[src/rtl/imem_loader.sv]
// -----------------------------------------------------------------------------
// imem_loader
//   Boot-time instruction memory writer. Takes a framed byte stream
//   (LEN_LO, LEN_HI, 4*N data bytes, CSUM) and packs the data bytes
//   little-endian into 32-bit words. Each completed word is written with a
//   one-cycle strobe. The core is held in reset until a load finishes with a
//   matching XOR checksum.
//
// Ports
//   clk        clock
//   rst        asynchronous, active-low reset
//   start      one-cycle pulse that begins a load (honoured in IDLE/DONE/ERR)
//   rx_valid   byte present on rx_data
//   rx_data    stream byte
//   rx_ready   loader accepts a byte this cycle
//   mem_we     one-cycle write strobe to instruction memory
//   mem_addr   write byte address (word aligned), holds when mem_we=0
//   mem_wdata  write data word, holds when mem_we=0
//   cpu_rst    active-low reset to the core
//   busy       load in progress
//   done       sticky: last load succeeded
//   err        sticky: last load failed
//   dbg_state  current FSM state encoding
//
// Handshake: a byte transfers on a rising clk edge exactly when
//   rx_valid & rx_ready are both high. rx_ready depends only on the FSM state,
//   never on rx_valid, and the source may drop rx_valid for any number of
//   cycles; nothing advances while no byte transfers.
// -----------------------------------------------------------------------------
module imem_loader #(
    parameter int          DEPTH        = 1024,
    parameter logic [31:0] BASE_ADDR    = 32'h0000_0000,
    parameter bit          AUTO_RELEASE = 1'b1
) (
    input  logic        clk,
    input  logic        rst,
    input  logic        start,
    input  logic        rx_valid,
    input  logic [7:0]  rx_data,
    output logic        rx_ready,
    output logic        mem_we,
    output logic [31:0] mem_addr,
    output logic [31:0] mem_wdata,
    output logic        cpu_rst,
    output logic        busy,
    output logic        done,
    output logic        err,
    output logic [2:0]  dbg_state
);

    localparam int WIW = $clog2(DEPTH) + 1;

    typedef enum logic [2:0] {
        S_IDLE   = 3'd0,
        S_LEN_LO = 3'd1,
        S_LEN_HI = 3'd2,
        S_DATA   = 3'd3,
        S_CSUM   = 3'd4,
        S_DONE   = 3'd5,
        S_ERR    = 3'd6
    } state_t;

    state_t           state;
    state_t           state_nxt;
    logic [15:0]      len;
    logic [WIW-1:0]   word_idx;
    logic [1:0]       byte_idx;
    logic [23:0]      asm_buf;   // first three bytes of the word being assembled
    logic [7:0]       csum;

    logic             in_frame;
    logic             accept;
    logic             start_ok;
    logic [15:0]      n_full;
    logic             len_bad;
    logic             last_word;
    logic             csum_ok;

    always_comb begin
        in_frame  = (state == S_LEN_LO) || (state == S_LEN_HI) ||
                    (state == S_DATA)   || (state == S_CSUM);
        accept    = rx_valid & in_frame;
        start_ok  = start & ((state == S_IDLE) || (state == S_DONE) || (state == S_ERR));
        // Full word count as it will be once LEN_HI is latched.
        n_full    = {rx_data, len[7:0]};
        len_bad   = (n_full == 16'd0) || (int'(n_full) > DEPTH);
        last_word = (16'(word_idx) == (len - 16'd1));
        csum_ok   = (rx_data == csum);
    end

    assign rx_ready  = in_frame;
    assign busy      = in_frame;
    assign dbg_state = state;

    // State register
    always_ff @(posedge clk or negedge rst) begin
        if (!rst) begin
            state <= S_IDLE;
        end else begin
            state <= state_nxt;
        end
    end

    // Next-state logic
    always_comb begin
        state_nxt = state;
        unique case (state)
            S_IDLE, S_DONE, S_ERR: begin
                if (start_ok) state_nxt = S_LEN_LO;
            end
            S_LEN_LO: begin
                if (accept) state_nxt = S_LEN_HI;
            end
            S_LEN_HI: begin
                if (accept) state_nxt = len_bad ? S_ERR : S_DATA;
            end
            S_DATA: begin
                if (accept && (byte_idx == 2'd3) && last_word) state_nxt = S_CSUM;
            end
            S_CSUM: begin
                if (accept) state_nxt = csum_ok ? S_DONE : S_ERR;
            end
            default: state_nxt = S_IDLE;
        endcase
    end

    // Datapath and registered outputs
    always_ff @(posedge clk or negedge rst) begin
        if (!rst) begin
            len       <= 16'd0;
            word_idx  <= '0;
            byte_idx  <= 2'd0;
            asm_buf   <= 24'd0;
            csum      <= 8'd0;
            mem_we    <= 1'b0;
            mem_addr  <= BASE_ADDR;
            mem_wdata <= 32'd0;
            cpu_rst   <= 1'b0;
            done      <= 1'b0;
            err       <= 1'b0;
        end else begin
            mem_we <= 1'b0;

            if (start_ok) begin
                done     <= 1'b0;
                err      <= 1'b0;
                cpu_rst  <= 1'b0;
                word_idx <= '0;
                byte_idx <= 2'd0;
                csum     <= 8'd0;
            end

            if (accept) begin
                // The checksum byte itself is not folded into the running XOR.
                if (state != S_CSUM) csum <= csum ^ rx_data;

                unique case (state)
                    S_LEN_LO: len[7:0] <= rx_data;
                    S_LEN_HI: begin
                        len[15:8] <= rx_data;
                        if (len_bad) err <= 1'b1;
                    end
                    S_DATA: begin
                        if (byte_idx == 2'd3) begin
                            // Write port registers are loaded from the assembly
                            // buffer, leaving the buffer free for the next word.
                            mem_we    <= 1'b1;
                            mem_addr  <= BASE_ADDR + (32'(word_idx) << 2);
                            mem_wdata <= {rx_data, asm_buf};
                            word_idx  <= word_idx + 1'b1;
                            byte_idx  <= 2'd0;
                        end else begin
                            unique case (byte_idx)
                                2'd0:    asm_buf[7:0]   <= rx_data;
                                2'd1:    asm_buf[15:8]  <= rx_data;
                                default: asm_buf[23:16] <= rx_data;
                            endcase
                            byte_idx <= byte_idx + 2'd1;
                        end
                    end
                    S_CSUM: begin
                        if (csum_ok) begin
                            done    <= 1'b1;
                            cpu_rst <= AUTO_RELEASE;
                        end else begin
                            err <= 1'b1;
                        end
                    end
                    default: ;
                endcase
            end
        end
    end

endmodule
[config.mk]
export PLATFORM = sky130hd
export DESIGN_NAME = imem_loader
export DESIGN_NICKNAME = d
export VERILOG_FILES = /design/src/rtl/imem_loader.sv
export SDC_FILE = /design/constraint.sdc
export NUM_CORES = 1
export LEC_CHECK = 0
export CAP_MARGIN = 10
export CORE_MARGIN = 2
export CORE_UTILIZATION = 56
export CTS_BUF_LIST = sky130_fd_sc_hd__clkbuf_8
export DETAILED_ROUTE_END_ITERATION = 16
export PLACE_DENSITY_LB_ADDON = 0.08
export SLEW_MARGIN = 10
export SYNTH_ARGS = -nofsm -noshare
export SYNTH_HDL_FRONTEND = slang
export SYNTH_SLANG_ARGS = --single-unit
[constraint.sdc]
create_clock -name clk -period 2.4 [get_ports clk]
set_clock_uncertainty 0.1 [all_clocks]
set_input_delay 0.48 -clock clk [delete_from_list [all_inputs] [get_ports clk]]
set_output_delay 0.48 -clock clk [all_outputs]
set_load 0.03 [all_outputs]
-- Yosys cells after proc, flatten, opt, wreduce, memory -nomap -nowiden
Cells that the tools add are included.
- bits in registers: 111
- bits in latches: 0
- bits in writable memories: 0
- bits in read-only memories: 0
- output and inout bits: 73
- logic and storage cells: 95
- memories: 0
- add/sub/neg operators: 3
- multipliers: 0
- divide/modulo/power cells: 0
- order comparisons: 1
- equality and inequality tests: 16
- shift-type cells: 0
- muxes and demuxes: 35
- bitwise gates (word level): 5
- reduce and logical (&&, ||, !) cells: 20
- operators with widths (kind ; count):
    2-to-1 mux 11 bit ; 4
    2-to-1 mux 8 bit ; 3
    2-to-1 mux 3 bit ; 6
    == test 11 x 16 -> 1 bit ; 1
    > comparator 16 x 11 -> 1 bit (second input constant) ; 1
    logical NOT 16 bit ; 1
    subtractor 16 x 1 -> 16 bit (second input constant) ; 1
    2-to-1 mux 1 bit ; 15
    one-hot mux 3 bit (5 select lines) ; 1
    AND reduction 4 bit ; 3
    adder 11 x 1 -> 11 bit (second input constant) ; 1
    2-to-1 mux 2 bit ; 5
    == test 3 bit (second input constant) ; 3
    == test 8 bit ; 1
    != test 2 bit (second input constant) ; 4
    bitwise XOR 8 bit ; 1
    == test 3 x 2 -> 1 bit (second input constant) ; 2
    logical OR 1 bit ; 6
    AND reduction 5 bit ; 1
    AND reduction 2 bit ; 2
    == test 3 x 1 -> 1 bit (second input constant) ; 1
    logical NOT 3 bit ; 1
    != test 3 bit (second input constant) ; 1
    AND reduction 3 bit ; 1
    other kinds (11) ; 14

-- Depth between registers and ports, before layout
- depth after elaboration: 9
- mapped depth: 9

-- Worst setup path after synthesis
OpenSTA, ideal clock, no wires.
- path kind: register -> register
- from: register state[0] (netlist: dbg_state[0])
- to: register state[1] (netlist: dbg_state[1])
- library setup time: 0.138 ns
- data arrival time: 2.231 ns
- data required time: 2.162 ns
- path slack: -0.069 ns
- cell stages (with the launch flop): 8
- cells stage by stage: dfrtp_1 clkbuf_1 nor2_1 xnor2_1 and4b_1 o221ai_1 nor4_2 a22oi_1
- cells in the longest elaborated chain, start to end: 9
- ends and longest elaborated chain (element ; line ; RTL):
    start: declaration ; 63 ; state_t state;
    start signal: assignment ; 100 ; state <= state_nxt;
    == test 3 x 1 -> 1 bit or == test 3 x 2 -> 1 bit (tied branches) ; 80 ; in_frame = (state == S_LEN_LO) || (state == S_LEN_HI) ||
    logical OR 1 bit (2 in a row) ; 80 ;
    logical OR 1 bit (*) ; 81 ; (state == S_DATA) || (state == S_CSUM);
    via busy ; 45 ; output logic busy,
    bitwise AND 1 bit (*) ; 82 ; accept = rx_valid & in_frame;
    logical AND 1 bit (2 in a row) ; 118 ; if (accept && (byte_idx == 2'd3) && last_word) state_nxt = S_CSUM;
    != test 2 x 1 -> 1 bit (no source line) ; - ;
    AND reduction 5 bit (no source line) (*) ; - ;
The timed path passes the listed nets; every way through them passes the cells marked *.
A chain may end at the register's enable or synchronous reset.

-- Final worst setup path
- from: register len[2]
- to: register state[2] (netlist: dbg_state[2])
- cells in the longest elaborated chain, start to end: 5
- ends and longest elaborated chain (element ; line ; RTL):
    start: declaration ; 65 ; logic [15:0] len;
    start signal: assignment ; 158 ; S_LEN_LO: len[7:0] <= rx_data;
    subtractor 16 x 1 -> 16 bit (tied with other cells) ; 87 ; last_word = (16'(word_idx) == (len - 16'd1));
    == test 11 x 16 -> 1 bit or logical OR 1 bit (tied branches) ; 87, 86 ;
    logical AND 1 bit or 2-to-1 mux 3 bit (tied branches) ; 118, 115 ;
    != test 2 x 1 -> 1 bit (no source line) or 2-to-1 mux 3 bit (tied branches) ; - ;
    AND reduction 5 bit (no source line) or one-hot mux 3 bit (5 select lines) (tied branches) ; - ;
Parallel ways exist; a longest one is shown, timed or not. The select of a mux whose other input is x is not followed.

==> impl_metrics.yaml <==
floorplan:
  coreArea_um2: 9280
  die_area_um2: 10400
  initial_core_util_pct: 58.0
  die_x_um: 102
  die_y_um: 102
  rows: 35
  io_pins: 85
timing:
  setup_tns_ns: 0
  final_hold_viol_count: 0
  fmax_mhz: 440
  fin_crit_ns: 2.27
  drv_slew: 0
  fin_crit_sh_pct: 94.7
  setup_violations: 0
  rsz0062_at_grt: "false"
route:
  initialDrtViolationCount: 145
  routed_wl_mm: 12.2
  num_vias: 4187
  wl_per_cell_um: 15.7
  drc: 0
  firstDrtPassIters: 4
  ant_nets: 0
  viasPerCell: 5.36
critical_path:
  end_kind: "flip-flop"
  crit_chain: "buf_4 > or4_1 > a211oi_2 > and4b_1 > o221ai_1 > nor4_2 > buf_4 > a31o_1"
  r2r_setup_slack_ns: 0.13
  cpPeakStageDelay_ns: 0.50
  reg2regPathDepth: 8
  cp_data_required_time_ns: 2.56
  cp_common_cell: "buf_4"
  cp_data_arrival_time_ns: 2.44
  regToRegEndpoint: "dbg_state[2]$_DFFE_PN0P_"
  critPathLaunchType: "flip-flop"
  cp_slowest_cell: "or4_1"
  crit_type: "flip-flop to flip-flop"
  r2r_start: "len[2]$_DFFE_PN0P_"
  critPathMaxFanout: 6
global_routing:
  overflow: 0
  grt_usage_pct: 25.2
  grt_pass1_vias: 4149
  antenna_found_initial: 0
  grt_max_degree: 49
  grt_pass1_wl_mm: 20.3
power:
  pwr-share-comb_pct: 40.7
  intPower_w: 0.00400
  ir_worst_vdd_mv: 0.557
  power-per-cell-area_nw_per_um2: 960
  p_clk_share_pct: 17.6
  switchingPower_w: 0.00236
  switching_share_pct: 37.1
  seq_power_share_pct: 41.8
  p_leak_nw: 3.22
hold_path:
  hold_start: "asm_buf[4]$_DFFE_PN0P_"
  worstHoldPathType: "flip-flop to flip-flop"
  min_path_cells: 2
  whs_endpoint: "mem_wdata[4]$_DFFE_PN0P_"
final_layout:
  nNetsFinal: 666
  register_area_um2: 2780
  drive_gt1_share_pct: 17.6
  fin_cells: 781
  antenna_cells: 0
  syn_to_final_growth_pct: 23.3
  multiInputGateArea_um2: 2360
  fillers: 724
synthesis:
  synthesis.instances: 553
  synthSimpleGateAreaFrac_pct: 21.7
  synth.largest_area_cell: "dfrtp_1"
  yosys.area.top_type_share_pct: 51.6
  postSynthAreaPerCell_um2: 9.73
  synth_mux_area_share_pct: 7.65
  synthAdderAreaFrac_pct: 1.81
  yosysSeqAreaShare_pct: 51.6
  synth-edff-count: 0
  synth-seq-cells: 111
  synth_xor_area_share_pct: 3.09
  ys_warn_count: 0
  yosys-top-cells-area: "dfrtp_1, nand2_1, mux2_2, buf_4, o21ai_0"
  synthFlopType: "dfrtp_1"
  synthArstFlopShare_pct: 100
  ys_types: 59
  synth_top_family_by_area: "simple AND/OR/NAND/NOR gates"
  syn_area_um2: 5380
  synth_compound_area_share_pct: 7.77
place:
  routabilityCongestion: 0.895
  portBuffers: 63
  hpwlAfterDp_mm: 9.05
  placed_cells: 763
job:
  drv_cap: 0
clocking:
  clock-sinks: 111
  clock_latency_ns: 0.36
  htreeDepth: 3
  cts_tree: "done"
  cts_buffer_depth: 2
  cts_buffers: 9
  cts-root-buf: "clkbuf_8"
  clk_pin_slew_ns: 0.11
run_status:
  status: "finished, final reports clean"
## through the flow
| stage | setup slack (ns) | power, W | util (%) | hold WS, ns | instance area (um^2) |
|---|---|---|---|---|---|
| global placement | -0.0678 | 0.00521 | 69.1 | 0.346 | 6410 |
| floorplan | 0.166 | 0.00436 | - | 0.0844 | 5460 |
| finish | 0.126 | 0.00637 | 71.5 | 0.371 | 6640 |
| CTS | 0.0844 | 0.00640 | 71.3 | 0.377 | 6620 |
| global route | 0.0204 | 0.00677 | 71.5 | 0.394 | 6640 |
| detailed placement | -0.0834 | 0.00528 | 69.1 | 0.352 | 6410 |
## placed cells by master, fill, tap and decap left out, types with 7 or more instances in the layout
cell             netlist  final
nand4_1                9      9
nor2_1                15     15
dfrtp_1              111    111
and2_1                 8      8
o21ai_0               25     25
buf_4                 22     48
ha_1                   7      7
xnor2_1               11     10
nand3_1                8      8
nand2b_1               9      9
clkbuf_8               0      9
xor2_1                 8      8
conb_1                 1     21
nand2_1              162    161
clkdlybuf4s50_1        0     60
inv_1                 12     13
nor2b_1                8      8
mux2_2                33     33
## cell type report
| class | instances | area share, % |
|---|---|---|
| flip-flops and latches | 111 | 41.9 |
| multi-input cells | 396 | 35.6 |
| repair buffers | 116 | 16.4 |
| well taps | 129 | 2.43 |
| clock buffers | 9 | 1.87 |
| clock inverters | 7 | 1.09 |
| inverters | 13 | 0.735 |
## synth_stat cells (5+ instances only)
cell and number:
nor2_1 15, inv_1 12, nand3_1 8, dfrtp_1 111, o2bb2ai_1 6, buf_4 22
mux2_2 33, and2_1 8, ha_1 7, o21ai_0 25, nand4_1 9, nor3_1 6
xnor2_1 11, xor2_1 8, buf_1 5, buf_2 6, nand2_1 162, nand2b_1 9
nor2b_1 8, clkbuf_1 20
## sequential cells by signal, indices dropped and copies added (netlist names)
register / flops
mem_wdata: 32
asm_buf: 24
len: 16
mem_addr: 11
word_idx: 11
csum: 8
dbg_state: 3
byte_idx: 2
cpu_rst: 1
done: 1
err: 1
mem_we: 1
## worst max-delay path, delay by kind of cell, from the launching register on
| family | cells | cell delay (ns) |
|---|---|---|
| and+or+nand+nor | 3 | 0.81 |
| AOI/OAI and AO/OA | 3 | 0.48 |
| DFF | 1 | 0.45 |
| buffers and inverters | 2 | 0.33 |
## power by group through the flow
stage | sequential, W | clock (W) | combinational [W]
6_report | 0.00266 | 0.00112 | 0.00259
5_1_grt | 0.00272 | 0.00123 | 0.00283
4_1_cts | 0.00266 | 0.00116 | 0.00258
3_5_place_dp | 0.00270 | 0 | 0.00258
3_3_place_gp | 0.00268 | 0 | 0.00252
2_1_floorplan | 0.00285 | 0 | 0.00151
## what timing repair did
action,CTS,global route
pin swaps,0,1
endpoints found under the hold margin,32,0
endpoints found under the setup margin,2,3
setup buffers,0,1
hold buffers,1,0
gates resized for setup,2,2
## worst max-delay path by stage
stage,endpoint,from,slack [ns]
after floorplan,dbg_state[1]$_DFFE_PN0P_,dbg_state[0]$_DFFE_PN0P_,0.17
after global placement,err$_DFF_PN0_,rx_data[4],-0.07
after detailed placement,err$_DFF_PN0_,rx_data[4],-0.08
after CTS,dbg_state[2]$_DFFE_PN0P_,len[2]$_DFFE_PN0P_,0.08
after global routing,dbg_state[1]$_DFFE_PN0P_,len[2]$_DFFE_PN0P_,0.02
final,dbg_state[2]$_DFFE_PN0P_,len[2]$_DFFE_PN0P_,0.13
## logic make-up (layout without fill, tap and decap cells)
group,count (synthesis),count (layout)
mux,37,37
simple gates,249,249
fa+ha+maj,8,8
compound gates,62,62
buf+inv,66,145
xor+xnor,19,19
flops,111,111
other cells,1,21
## per-layer routing
layer	routed length, um	share of wire, %	track usage [%]
met4	218	1.8	8.10
met1	5440	44	34.1
met2	6020	49	41.0
met3	566	4.6	5.61
met5	0	0	0
Power figures use the tool's default switching activity.
